## src/rtl/ysyx_22041211_lsu_pkg.sv

```systemverilog
// ysyx_22041211_lsu_pkg: load/store type and LSU state encodings shared by the LSU files
package ysyx_22041211_lsu_pkg;
  typedef enum logic [2:0] {LOAD_NONE, LB, LH, LW, LBU, LHU} load_e;
  typedef enum logic [1:0] {STORE_NONE, SB, SH, SW} store_e;
  typedef enum logic [1:0] {IDLE, REQ, WAIT, DONE} lsu_state_e;
  function automatic logic misaligned(input load_e ld, input store_e st, input logic [1:0] off);
    return ((st == SH || ld == LH || ld == LHU) && off[0]) || ((st == SW || ld == LW) && off != 2'b00);
  endfunction
endpackage

```

## src/rtl/ysyx_22041211_lsu_align.sv

```systemverilog
// ysyx_22041211_lsu_align: store lane strobe/data replication and load byte/half extract with extension
module ysyx_22041211_lsu_align
  import ysyx_22041211_lsu_pkg::*;
(
  input  store_e      i_store,
  input  logic [1:0]  i_st_off,
  input  logic [31:0] i_rs2,
  input  load_e       i_load,
  input  logic [1:0]  i_ld_off,
  input  logic [31:0] i_rdata,
  output logic [3:0]  o_strb,
  output logic [31:0] o_wdata,
  output logic [31:0] o_ldata
);
  logic [7:0]  w_b;
  logic [15:0] w_h;
  always_comb begin
    w_b     = 8'(i_rdata >> {i_ld_off, 3'b000});
    w_h     = i_ld_off[1] ? i_rdata[31:16] : i_rdata[15:0];
    o_strb  = i_store == SB ? 4'b0001 << i_st_off :
              i_store == SH ? 4'b0011 << i_st_off :
              i_store == SW ? 4'b1111 : 4'b0000;
    o_wdata = i_store == SB ? {4{i_rs2[7:0]}} :
              i_store == SH ? {2{i_rs2[15:0]}} : i_rs2;
    o_ldata = i_load == LB  ? {{24{w_b[7]}}, w_b} :
              i_load == LH  ? {{16{w_h[15]}}, w_h} :
              i_load == LW  ? i_rdata :
              i_load == LBU ? {24'b0, w_b} :
              i_load == LHU ? {16'b0, w_h} : 32'b0;
  end
endmodule

```

## src/rtl/ysyx_22041211_lsu.sv

```systemverilog
// ysyx_22041211_lsu: memory stage FSM (IDLE/REQ/WAIT/DONE) over a single-outstanding data bus.
// YSYX_22041211_LSU_MISALIGN_EN adds misalign_o and traps misaligned half/word accesses without a bus request.
module ysyx_22041211_lsu
  import ysyx_22041211_lsu_pkg::*;
#(
  parameter int DATA_LEN = 32,
  parameter int ADDR_LEN = 32
) (
  input  logic                clk,
  input  logic                rst_n,
  input  logic                ex_valid_i,
  output logic                ex_ready_o,
  input  logic [DATA_LEN-1:0] alu_result_i,
  input  logic [DATA_LEN-1:0] mem_wdata_i,
  input  logic [2:0]          load_type_i,
  input  logic [1:0]          store_type_i,
  input  logic                wd_i,
  input  logic [4:0]          wreg_i,
  output logic                dmem_req_valid_o,
  input  logic                dmem_req_ready_i,
  output logic [ADDR_LEN-1:0] dmem_addr_o,
  output logic                dmem_wen_o,
  output logic [3:0]          dmem_wstrb_o,
  output logic [DATA_LEN-1:0] dmem_wdata_o,
  input  logic                dmem_resp_valid_i,
  input  logic [DATA_LEN-1:0] dmem_rdata_i,
  output logic                wb_valid_o,
  input  logic                wb_ready_i,
  output logic                wb_wd_o,
  output logic [4:0]          wb_wreg_o,
  output logic [DATA_LEN-1:0] wb_data_o
`ifdef YSYX_22041211_LSU_MISALIGN_EN
  ,
  output logic                misalign_o
`endif
);
  lsu_state_e          r_state;
  logic                r_ex_ready, r_req_valid, r_wen, r_wd, r_wb_valid, r_wb_wd;
  logic [ADDR_LEN-1:0] r_addr;
  logic [3:0]          r_strb;
  logic [DATA_LEN-1:0] r_wdata, r_wb_data;
  logic [4:0]          r_wreg, r_wb_wreg;
  logic [1:0]          r_off;
  load_e               r_ld;
  store_e              w_st;
  load_e               w_ld;
  logic                w_mem, w_acc, w_mis;
  logic [3:0]          w_strb;
  logic [DATA_LEN-1:0] w_wdata, w_ldata;
  // store wins when both types are set, so the load side is masked here
  assign w_st  = store_e'(store_type_i);
  assign w_ld  = w_st != STORE_NONE ? LOAD_NONE : load_e'(load_type_i);
  assign w_mem = w_st != STORE_NONE || w_ld != LOAD_NONE;
  assign w_acc = r_state == IDLE && r_ex_ready && ex_valid_i;
`ifdef YSYX_22041211_LSU_MISALIGN_EN
  logic r_mis;
  assign w_mis      = misaligned(w_ld, w_st, alu_result_i[1:0]);
  assign misalign_o = r_mis;
`else
  assign w_mis = 1'b0;
`endif
  ysyx_22041211_lsu_align u_align (
    .i_store (w_st),
    .i_st_off(alu_result_i[1:0]),
    .i_rs2   (mem_wdata_i),
    .i_load  (r_ld),
    .i_ld_off(r_off),
    .i_rdata (dmem_rdata_i),
    .o_strb  (w_strb),
    .o_wdata (w_wdata),
    .o_ldata (w_ldata)
  );
  always_ff @(posedge clk or negedge rst_n) begin
    if (!rst_n) begin
      r_state     <= IDLE;
      r_ex_ready  <= 1'b0;
      r_req_valid <= 1'b0;
      r_addr      <= '0;
      r_wen       <= 1'b0;
      r_strb      <= 4'b0;
      r_wdata     <= '0;
      r_ld        <= LOAD_NONE;
      r_off       <= 2'b0;
      r_wd        <= 1'b0;
      r_wreg      <= 5'b0;
      r_wb_valid  <= 1'b0;
      r_wb_wd     <= 1'b0;
      r_wb_wreg   <= 5'b0;
      r_wb_data   <= '0;
`ifdef YSYX_22041211_LSU_MISALIGN_EN
      r_mis       <= 1'b0;
`endif
    end else begin
      case (r_state)
        IDLE: begin
          r_ex_ready <= ~w_acc;
          if (w_acc) begin
            r_ld    <= w_ld;
            r_off   <= alu_result_i[1:0];
            r_wd    <= wd_i & (w_st == STORE_NONE);
            r_wreg  <= wreg_i;
            r_addr  <= {alu_result_i[ADDR_LEN-1:2], 2'b00};
            r_wen   <= w_st != STORE_NONE;
            r_strb  <= w_strb;
            r_wdata <= w_wdata;
            if (w_mem && !w_mis) begin
              r_state     <= REQ;
              r_req_valid <= 1'b1;
            end else begin
              r_state    <= DONE;
              r_wb_valid <= 1'b1;
              r_wb_data  <= alu_result_i;
              r_wb_wd    <= wd_i & ~w_mis;
              r_wb_wreg  <= wreg_i;
`ifdef YSYX_22041211_LSU_MISALIGN_EN
              r_mis      <= w_mis;
`endif
            end
          end
        end
        REQ: if (dmem_req_ready_i) begin
          r_req_valid <= 1'b0;
          r_state     <= WAIT;
        end
        WAIT: if (dmem_resp_valid_i) begin
          r_state    <= DONE;
          r_wb_valid <= 1'b1;
          r_wb_data  <= w_ldata;
          r_wb_wd    <= r_wd;
          r_wb_wreg  <= r_wreg;
        end
        DONE: if (wb_ready_i) begin
          r_state    <= IDLE;
          r_wb_valid <= 1'b0;
          r_ex_ready <= 1'b1;
`ifdef YSYX_22041211_LSU_MISALIGN_EN
          r_mis      <= 1'b0;
`endif
        end
        default: r_state <= IDLE;
      endcase
    end
  end
  assign ex_ready_o       = r_ex_ready;
  assign dmem_req_valid_o = r_req_valid;
  assign dmem_addr_o      = r_addr;
  assign dmem_wen_o       = r_wen;
  assign dmem_wstrb_o     = r_strb;
  assign dmem_wdata_o     = r_wdata;
  assign wb_valid_o       = r_wb_valid;
  assign wb_wd_o          = r_wb_wd;
  assign wb_wreg_o        = r_wb_wreg;
  assign wb_data_o        = r_wb_data;
endmodule

```

## config.mk

```make
export PLATFORM = sky130hd
export DESIGN_NAME = ysyx_22041211_lsu
export DESIGN_NICKNAME = d
export VERILOG_FILES = /design/src/rtl/ysyx_22041211_lsu_pkg.sv /design/src/rtl/ysyx_22041211_lsu_align.sv /design/src/rtl/ysyx_22041211_lsu.sv
export SDC_FILE = /design/constraint.sdc
export NUM_CORES = 1
export LEC_CHECK = 0
export CORE_MARGIN = 10
export CORE_UTILIZATION = 50
export CTS_BUF_LIST = sky130_fd_sc_hd__clkbuf_4 sky130_fd_sc_hd__clkbuf_8
export CTS_CLUSTER_SIZE = 28
export DETAILED_ROUTE_END_ITERATION = 10
export PLACE_DENSITY = 0.91
export SYNTH_ARGS = -nofsm -noshare
export SYNTH_HDL_FRONTEND = slang
export SYNTH_HIERARCHICAL = 1
export SYNTH_SLANG_ARGS = --single-unit
```

## constraint.sdc

```tcl
create_clock -name clk -period 5.5 [get_ports clk]
set_input_delay 1.1 -clock clk [delete_from_list [all_inputs] [get_ports clk]]
set_output_delay 1.1 -clock clk [all_outputs]
set_load 0.01 [all_outputs]
```

==> results of run 1 <==
per-layer routing:
metal | wire length [microns] | part of all wire (%) | global-route usage (%) | up-vias
met5 | 0 | 0 | 0 | -
met1 | 7920 | 37 | 26.0 | 2708
li1 | - | - | - | 2456
met3 | 2300 | 11 | 9.04 | 48
met4 | 659 | 3.1 | 8.83 | 0
met2 | 10300 | 49 | 39.0 | 334
final timing paths:
| path | from | to | slack, ns | cells after the start |
|---|---|---|---|---|
| max | store_type_i[0] | wb_data_o[5] | 2.04 | 8 |
| min | r_wd | r_wd | 0.49 | 2 |
| max reg2reg | r_state[0] | wb_data_o[5] | 2.23 | 8 |
| min reg2reg | r_wd | r_wd | 0.49 | 2 |
| max in group asynchronous | rst_n | dmem_wdata_o[25] | 3.55 | 2 |
| min in group asynchronous | rst_n | dmem_addr_o[5] | 0.84 | 1 |
worst max-delay path: stages:
cell and delay (ns):
clkdlybuf4s50_1 0.40, buf_4 0.22, or2_2 0.34, o21ai_2 0.14, buf_4 0.38, and2_1 0.68
buf_4 0.37, a21oi_1 0.12
metrics by stage:
stage          util, %  worst slack [ns]
6_report          72.3              2.04
3_3_place_gp      68.8              1.75
3_5_place_dp      68.8              1.65
2_1_floorplan        -              3.04
4_1_cts           72.3              2.12
5_1_grt           72.3              1.94
cell type report:
type | count | area (sq um) | share of cell area [%]
multi-input cells | 383 | 3180 | 34.7
inverters | 9 | 33.8 | 0.369
clock buffers | 25 | 338 | 3.69
clock inverters | 7 | 110 | 1.20
flip-flops and latches | 121 | 3030 | 33.0
well taps | 172 | 215 | 2.35
repair buffers | 228 | 2260 | 24.7
kinds of logic (layout without fill, tap and decap cells):
family                   Yosys count  after routing  synth area share [%]
AND/OR/NAND/NOR                   89             89                  7.26
multiplexers                     148            148                  26.0
XOR/XNOR                           2              2                 0.384
adder cells (fa/ha/maj)           10             10                  1.88
AO/OA/AOI/OAI                    132            132                  12.7
flip-flops                       121            121                  46.5
other                              1              2                0.0576
buffers and inverters             64            269                  5.24
cells in the mapped netlist (all sizes together), types with 3 or more instances:
master	count
inv	9
ha	9
and3b	3
a211oi	9
a221o	15
mux2	90
buf	39
and3	7
nand2	27
nand3	18
dfrtp	121
clkbuf	15
nor2	9
mux2i	50
o21ai	12
a21oi	86
mux4	8
nor2b	14
sequential cells by signal, indices dropped and copies added, names as in the netlist:
signal,count
ex_ready_o,1
r_off,2
r_state,2
r_wreg,5
wb_data_o,32
dmem_wstrb_o,4
dmem_wen_o,1
wb_valid_o,1
wb_wreg_o,5
dmem_req_valid_o,1
r_ld,3
dmem_wdata_o,32
wb_wd_o,1
dmem_addr_o,30
r_wd,1
power by group:
part	total (uW)	leakage (uW)	switching [uW]	internal, uW
clock network	885	0.000235	349	536
registers	1680	0.00141	319	1360
logic	2950	0.00219	1390	1560
total	5510	0.00384	2050	3460
layout by cell type, fill, tap and decap left out, drive strengths merged, types with 3 or more instances in the layout:
cell / netlist / routed
inv: 9 / 9
nor2: 9 / 9
o21ai: 12 / 12
clkbuf: 15 / 25
nand3: 18 / 18
and3: 7 / 7
and3b: 3 / 3
mux4: 8 / 8
nand2: 27 / 27
clkdlybuf4s50: 0 / 219
a221o: 15 / 15
a211oi: 9 / 9
mux2: 90 / 90
clkinv: 0 / 4
dfrtp: 121 / 121
bufinv: 0 / 3
ha: 9 / 9
a21oi: 86 / 86
buf: 39 / 9
nor2b: 14 / 14
mux2i: 50 / 50
==> summary.md, run 1 <==
| Metric | Value |
|---|---|
| Synthesis-to-layout area growth | 40.7% |
| Layout Nets | approximately 880 |
| Post-synthesis area per instance | between 10 and 15 sq um |
| Antenna violations before repair | 0 |
| Post-Synthesis Cell Area | 6510 sq um |
| Layout Cells excl Fill | 945 |
| CTS resizes | 0 |
| Clk root buf | clkbuf_8 |
| DRC viols | 0 |
| Final Wtd Congestion | 0.957 |
| Setup Fix Bufs, Post-CTS | 0 |
| Leading area contributor after synthesis | dfrtp_1 |
| Main area contributors after synthesis | dfrtp_1 46%, mux2_2 14%, mux2i_1 7.7% |
| Worst Setup End Kind | register |
| Final Max Tran Viols | 0 |
| Hpwl dp | 15900 microns |
| Clock Sink Count | 121 |
| Core Rows | 41 |
| Max cap viols | 0 |
| Vias post-DR | 5546 |
| Max_slew headroom | 27.3% |
| I/O Pins | 223 |
| Outcome | finished clean |
| Antenna violation net count after detailed routing | 0 |
| CP required | approximately 5.8 ns |
| Crit-path max FO | 39 |
| Final Cell Area | 9160 sq um |
| Vias in the first global route | 5733 |
| Clock skew | ~0.01 ns |
| Top_reg_cell synth | dfrtp_1 |
| Antenna cells | 0 |
| Worst skew pair latency | between 0.4 and 0.5 ns |
| Vias per cell | 5.87 |
| Starting DRT DRC Count | slightly below 600 |
| Clock buffer depth | 2 |
| Synth Register Bits | 121 |
| Gr ovfl total | 0 |
| Share of layout cells above drive strength 1 | 18.5% |
| Fin. Hold Viols | 0 |
| DRT Pass-1 Iters | 5 |
| Kind of critical path | input port to register |
| Total Routed Length | 21200 microns |
| Clock Pin Slew Worst Setup and Hold Paths | 0.07 ns |
| RSZ-0062 raised after global routing | false |
| Largest net degree at the start of global routing | 85 |
| LEAKAGE | 0.00384 uW |
| Area after DPL | 8710 sq um |
| Highest Clock Rate | ~0.29 GHz |
| Synth top area share | 46.5% |
| GR Util All Layers | a little under a quarter |
| # hold bufs at CTS | 0 |
| Fin crit share | 62.9% |
| Netlist cell types | 47 |
| Setup TNS | 0 ns |
| Final Setup Violations | 0 |
| Synthesized instance count | 567 |
| Die area | 18000 sq um |
| Width of the die | 134 microns |
| Core outline area | about 13000 sq um |
| WHS | 0.489 ns |
| Pwr Density | 601 nW/um^2 |
| Sequential fraction of the synthesis area | a little under half |
| EDFF count, synth | 0 |
| Power consumption | 5510 uW |
| Synth Warn # | 6 |
| Peak supply drop | 0.000343 V |
| Worst slew pin tran | ~1.1 ns |
| CP arrival | 3.77 ns |
| Critical Path Start Type | input port |
| Input/output buffers | 220 |
| Global-route wire length before repair | ~33000 microns |
| Hold WC Path Type | register to register |
| Die Y | 134 microns |
| Total CTS buffers | 17 |
| CTS H-tree lvls | 4 |
| Cells after DPL | roughly 910 |
| Filler cells | 867 |
| CTS tree | built |
| Final min period | ~3.5 ns |
| Drt wl/cell | 22.4 microns |
| Starting density of the core | 51.4% |
| Ys async rst share | between 90% and 100% |
Power figures use the tool's default switching activity.
==> inputs of run 2 (changes only) <==
CORE_UTILIZATION = 43   (was 50)
PLACE_DENSITY = 0.83   (was 0.91)
clock period = 3.03 ns   (was 5.5 ns; I/O delays follow)
==> summary.md, run 2 (synthesized netlist as in run 1, its figures left out) <==
| Metric | Value |
|---|---|
| Outcome | finished clean |
| Vias per cell | 5.63 |
| Die Y | 143 microns |
| Drt wl/cell | 21.7 microns |
| Fin util | approximately 63% |
| Setup TNS | 0 ns |
| Kind of critical path | register to register |
| Fin crit share | around four fifths |
| CTS H-tree lvls | 4 |
| Reg power frac | between 30% and 40% |
| NetSw | 3740 uW |
| Int Pwr | between 6000 and 7000 uW |
| DRT Pass-1 Iters | 5 |
| CP arrival | roughly 2.8 ns |
| Most frequent cells in the layout | 219 x clkdlybuf4s50_1, 121 x dfrtp_1, 86 x a21oi_1, 81 x mux2_2, 50 x mux2i_1 |
| Clock Sink Count | about 120 |
| Switching share of power | 37.6% |
| Share of layout cells above drive strength 1 | 18.9% |
| CP Buf/Inv Count | 0 |
| Die area | 20500 sq um |
| Vias in the first global route | roughly 5700 |
| Power consumption | 9940 uW |
| CP startpoint | r_off[0] |
| Clk root buf | clkbuf_8 |
| Vias post-DR | 5420 |
| Reg2reg setup slack | 0.57 ns |
| Crit Reg-Reg Endpoint | wb_data_o[20] |
| Synthesis-to-layout area growth | 41.7% |
| Hpwl dp | 15800 microns |
| Filler cells | 1107 |
| Antenna violations before repair | 0 |
| Final Setup Violations | 0 |
| Clock buffer depth | 2 |
| CP delay by family, top | compound AO/OA/AOI/OAI gates |
| Highest Clock Rate | 0.406 GHz |
| WHS | roughly 0.12 ns |
| RSZ-0062 raised after global routing | false |
| Input/output buffers | 220 |
| CTS resizes | 0 |
| Final Max Tran Viols | 0 |
| Core Rows | 44 |
| Antenna violation net count after detailed routing | 0 |
| Cells along the critical path | and3b_1 > o211ai_1 > nand3_1 > mux2i_1 > a21oi_1 |
| RR Startpoint | r_off[0] |
| CTS tree | built |
| # hold bufs at CTS | 0 |
| GR Util All Layers | about 20% |
| Pwr Density | 1080 nW/um^2 |
| Total CTS buffers | 17 |
| Max_slew headroom | between 20% and 30% |
| Crit-path max cell delay | 0.84 ns |
| Clock network fraction of total power | ~15% |
| Layout Nets | 887 |
| Gr ovfl total | 0 |
| Clock Pin Slew Worst Setup and Hold Paths | 0.07 ns |
| Worst Setup End Kind | register |
| Total Routed Length | 20800 microns |
| Slowest stage cell, crit path | o211ai_1 |
| Peak supply drop | 0.000516 V |
| Gate power share | 54.2% |
| Fin. Hold Viols | 0 |
| Clock skew | 0.00751 ns |
| Hold WC Path Type | input port to asynchronous set/reset pin |
| Largest net degree at the start of global routing | 50 |
| LEAKAGE | 0.00384 uW |
| Max cap viols | 0 |
| Width of the die | roughly 140 microns |
| Global-route wire length before repair | 32000 microns |
| CP required | 3.35 ns |
| DRC viols | 0 |
| Crit-path max FO | 16 |
| Register-to-Register Path Depth | 5 |
| Worst slew pin tran | 1.06 ns |
| I/O Pins | roughly 220 |
| Worst skew pair latency | between 0.4 and 0.5 ns |
| Core outline area | 14700 sq um |
| Setup Fix Bufs, Post-CTS | 0 |
| Critical Path Start Type | register |
| Final Wtd Congestion | 0.936 |
| Starting density of the core | between 40% and 50% |
| Final min period | roughly 2.5 ns |
| Starting DRT DRC Count | 414 |
| Most common cell after layout, fill and taps aside | clkdlybuf4s50_1 |
-- run 2: power groups by stage --
| stage | Combinational, uW | Clock, uW | Sequential, uW |
|---|---|---|---|
| after floorplan | 2680 | 0 | 3250 |
| after global placement | 5250 | 0 | 3000 |
| after detailed placement | 5390 | 0 | 3060 |
| after CTS | 5430 | 1550 | 3040 |
| after global routing | 5790 | 1620 | 3150 |
| final | 5390 | 1520 | 3040 |
-- run 2: per-layer routing --
metal	GRT usage (%)	part of all wire (%)	up-vias
met4	7.82	2.3	0
met5	0	0	-
met1	23.5	39	2676
met3	8.36	10	31
met2	31.9	48	251
li1	-	-	2462
-- run 2: how the worst max path moves through the flow --
stage,slack [ns],end,cells past startpoint
3_3_place_gp,0.51,wb_valid_o,5
5_1_grt,0.35,wb_data_o[30],5
2_1_floorplan,1.07,wb_data_o[10],6
3_5_place_dp,0.46,wb_valid_o,5
6_report,0.57,wb_data_o[20],5
4_1_cts,0.60,wb_data_o[20],5
-- run 2: worst reg2reg max path, stage by stage, from the launching register on --
cell and delay, ns:
dfrtp_1 0.59, and3b_1 0.29, o211ai_1 0.84, nand3_1 0.29, mux2i_1 0.24, a21oi_1 0.09
-- run 2: layout make-up --
class,instances,area [sq um],area share [%]
diodes,1,2.50,0.0271
clock buffers,20,269,2.91
clock inverters,11,146,1.59
inverters,9,33.8,0.366
multi-input cells,383,3190,34.5
flip-flops and latches,121,3030,32.8
well taps,184,230,2.49
repair buffers,233,2330,25.3
-- run 2: per-stage QoR --
step	cell area [sq um]	instances	setup WS, ns
2_1_floorplan	6520	568	1.07
4_1_cts	9230	961	0.600
3_3_place_gp	8810	930	0.514
3_5_place_dp	8810	930	0.465
5_1_grt	9230	961	0.349
6_report	9230	962	0.570
==> inputs of run 3 (changes only) <==
CORE_UTILIZATION = 47   (was 43)
PLACE_DENSITY = 0.86   (was 0.83)
clock period = 2.3 ns   (was 3.03 ns; I/O delays follow)
==> summary.md, run 3 (synthesized netlist as in run 1, its figures left out) <==
| Metric | Value |
|---|---|
| Crit Reg-Reg Endpoint | wb_data_o[8] |
| DRT Pass-1 Iters | 5 |
| Total CTS buffers | 17 |
| Hold WC Path Type | register to register |
| Max cap viols | 0 |
| Max_slew headroom | 53.6% |
| Critical Path Start Type | register |
| Die Y | 138 microns |
| Antenna cells | 0 |
| Layout Nets | 917 |
| Crit-path max cell delay | 0.57 ns |
| Worst Setup End Kind | register |
| CTS tree | built |
| Worst skew pair latency | approximately 0.44 ns |
| Starting DRT DRC Count | 608 |
| Peak supply drop | 0.000726 V |
| Clock Pin Slew Worst Setup and Hold Paths | ~0.07 ns |
| Cells after DPL | 951 |
| Antenna violations before repair | 0 |
| LEAKAGE | 0.00400 uW |
| Drt wl/cell | 22.5 microns |
| Hold Path Depth | 2 |
| Core Rows | 42 |
| Final Wtd Congestion | 0.932 |
| Most frequent cells in the layout | 219 x clkdlybuf4s50_1, 121 x dfrtp_1, 86 x a21oi_1, 81 x mux2_2, 50 x mux2i_1 |
| CP arrival | 2.48 ns |
| Worst slew pin tran | 0.697 ns |
| Outcome | finished clean |
| Clock skew | 0.0146 ns |
| RR Startpoint | r_off[0] |
| Clock buffer depth | 2 |
| GR Util All Layers | between 20 and 25% |
| Setup ws final | 0.128 ns |
| Total Routed Length | about 22000 microns |
| Global-route wire length before repair | 33600 microns |
| I/O Pins | 223 |
| Core outline area | 13400 sq um |
| Register-to-Register Path Depth | 5 |
| Filler cells | 952 |
| Antenna violation net count after detailed routing | 0 |
| Fin util | 70.4% |
| Layout Cells excl Fill | 981 |
| Fin crit share | between 90 and 100% |
| Setup Fix Bufs, Post-CTS | 0 |
| Gr ovfl total | 0 |
| Slowest stage cell, crit path | mux4_2 |
| Kind of critical path | register to register |
| Fin. Hold Viols | 0 |
| Largest net degree at the start of global routing | just under 60 |
| Final Setup Violations | 0 |
| Starting density of the core | 48.6% |
| Share of layout cells above drive strength 1 | between 20% and 30% |
| Input/output buffers | 220 |
| DRC viols | 0 |
| Setup WS pre-CTS | -0.0895 ns |
| Most common cell after layout, fill and taps aside | clkdlybuf4s50_1 |
| Final min period | 2.17 ns |
| Clk root buf | clkbuf_8 |
| Synthesis-to-layout area growth | 44.8% |
| Pwr Density | 1390 nW/um^2 |
| Final Max Tran Viols | 0 |
| Hold path startpoint | r_wd |
| Die area | between 15000 and 20000 sq um |
| Hpwl dp | between 15000 and 20000 microns |
| Crit-path max FO | 8 |
| CTS H-tree lvls | 4 |
| Width of the die | ~140 microns |
| Cells along the critical path | mux4_2 > and4_1 > a221o_1 > mux2i_1 > a21oi_1 |
| Highest Clock Rate | 0.460 GHz |
| Vias per cell | 5.86 |
| Hold endpoint | r_wd |
| Vias post-DR | between 5000 and 6000 |
| Vias in the first global route | 6100 |
| CP required | 2.61 ns |
| Clock Sink Count | 121 |
| RSZ-0062 raised after global routing | false |
| Reg2reg setup slack | 0.13 ns |
==> run 3: metal layers <==
layer	global-route usage, %	part of all wire [%]	up-vias
li1	-	-	2519
met5	0	0	-
met1	25.5	36	2847
met2	37.7	48	337
met3	9.87	13	48
met4	8.63	2.7	0
==> run 3: worst max path at each step <==
| stage | startpoint | end | slack (ns) | cells after the start |
|---|---|---|---|---|
| 6_report | r_off[0] | wb_data_o[8] | 0.13 | 5 |
| 5_1_grt | r_state[0] | wb_data_o[30] | 0.02 | 7 |
| 4_1_cts | r_state[0] | wb_data_o[30] | 0.15 | 7 |
| 3_5_place_dp | dmem_rdata_i[31] | wb_data_o[14] | -0.09 | 6 |
| 3_3_place_gp | dmem_rdata_i[31] | wb_data_o[8] | 0.002 | 6 |
| 2_1_floorplan | r_state[0] | wb_data_o[10] | 0.40 | 9 |
==> run 3: layout make-up <==
| class | instances | area, sq um | share of cell area, % |
|---|---|---|---|
| clock buffer | 25 | 307 | 3.25 |
| clock inverter | 4 | 45.0 | 0.478 |
| inverter | 9 | 33.8 | 0.358 |
| multi-input combinational | 383 | 3190 | 33.8 |
| sequential | 121 | 3030 | 32.1 |
| tap | 176 | 220 | 2.33 |
| timing repair buffer | 263 | 2610 | 27.7 |
==> run 3: metrics by stage <==
step | power [uW] | area, sq um | hold WS [ns] | setup TNS [ns]
final | 13100 | 9430 | 0.494 | 0
after global routing | 13900 | 9430 | 0.519 | 0
after global placement | 11000 | 9070 | 0.441 | 0
after detailed placement | 11400 | 9070 | 0.466 | -0.481
after CTS | 13200 | 9430 | 0.496 | 0
after floorplan | 7810 | 6520 | 0.164 | 0
==> run 3: timing repair <==
item                                   in CTS  in global routing
hold buffers                                1                  0
setup endpoints to repair                   0                  0
endpoints found under the hold margin       8                  0
resized for setup                           0                  0
==> run 3: critical path, delay by kind of cell, from the launching register on <==
family / cells / cell delay, ns
mux: 2 / 0.75
flops: 1 / 0.55
compound gates: 2 / 0.41
simple gates: 1 / 0.34
==> run 3: power by group <==
part           switching (uW)  total (uW)  internal (uW)
registers                 747        4000           3250
clock network             790        1750            959
logic                    3420        7390           3970
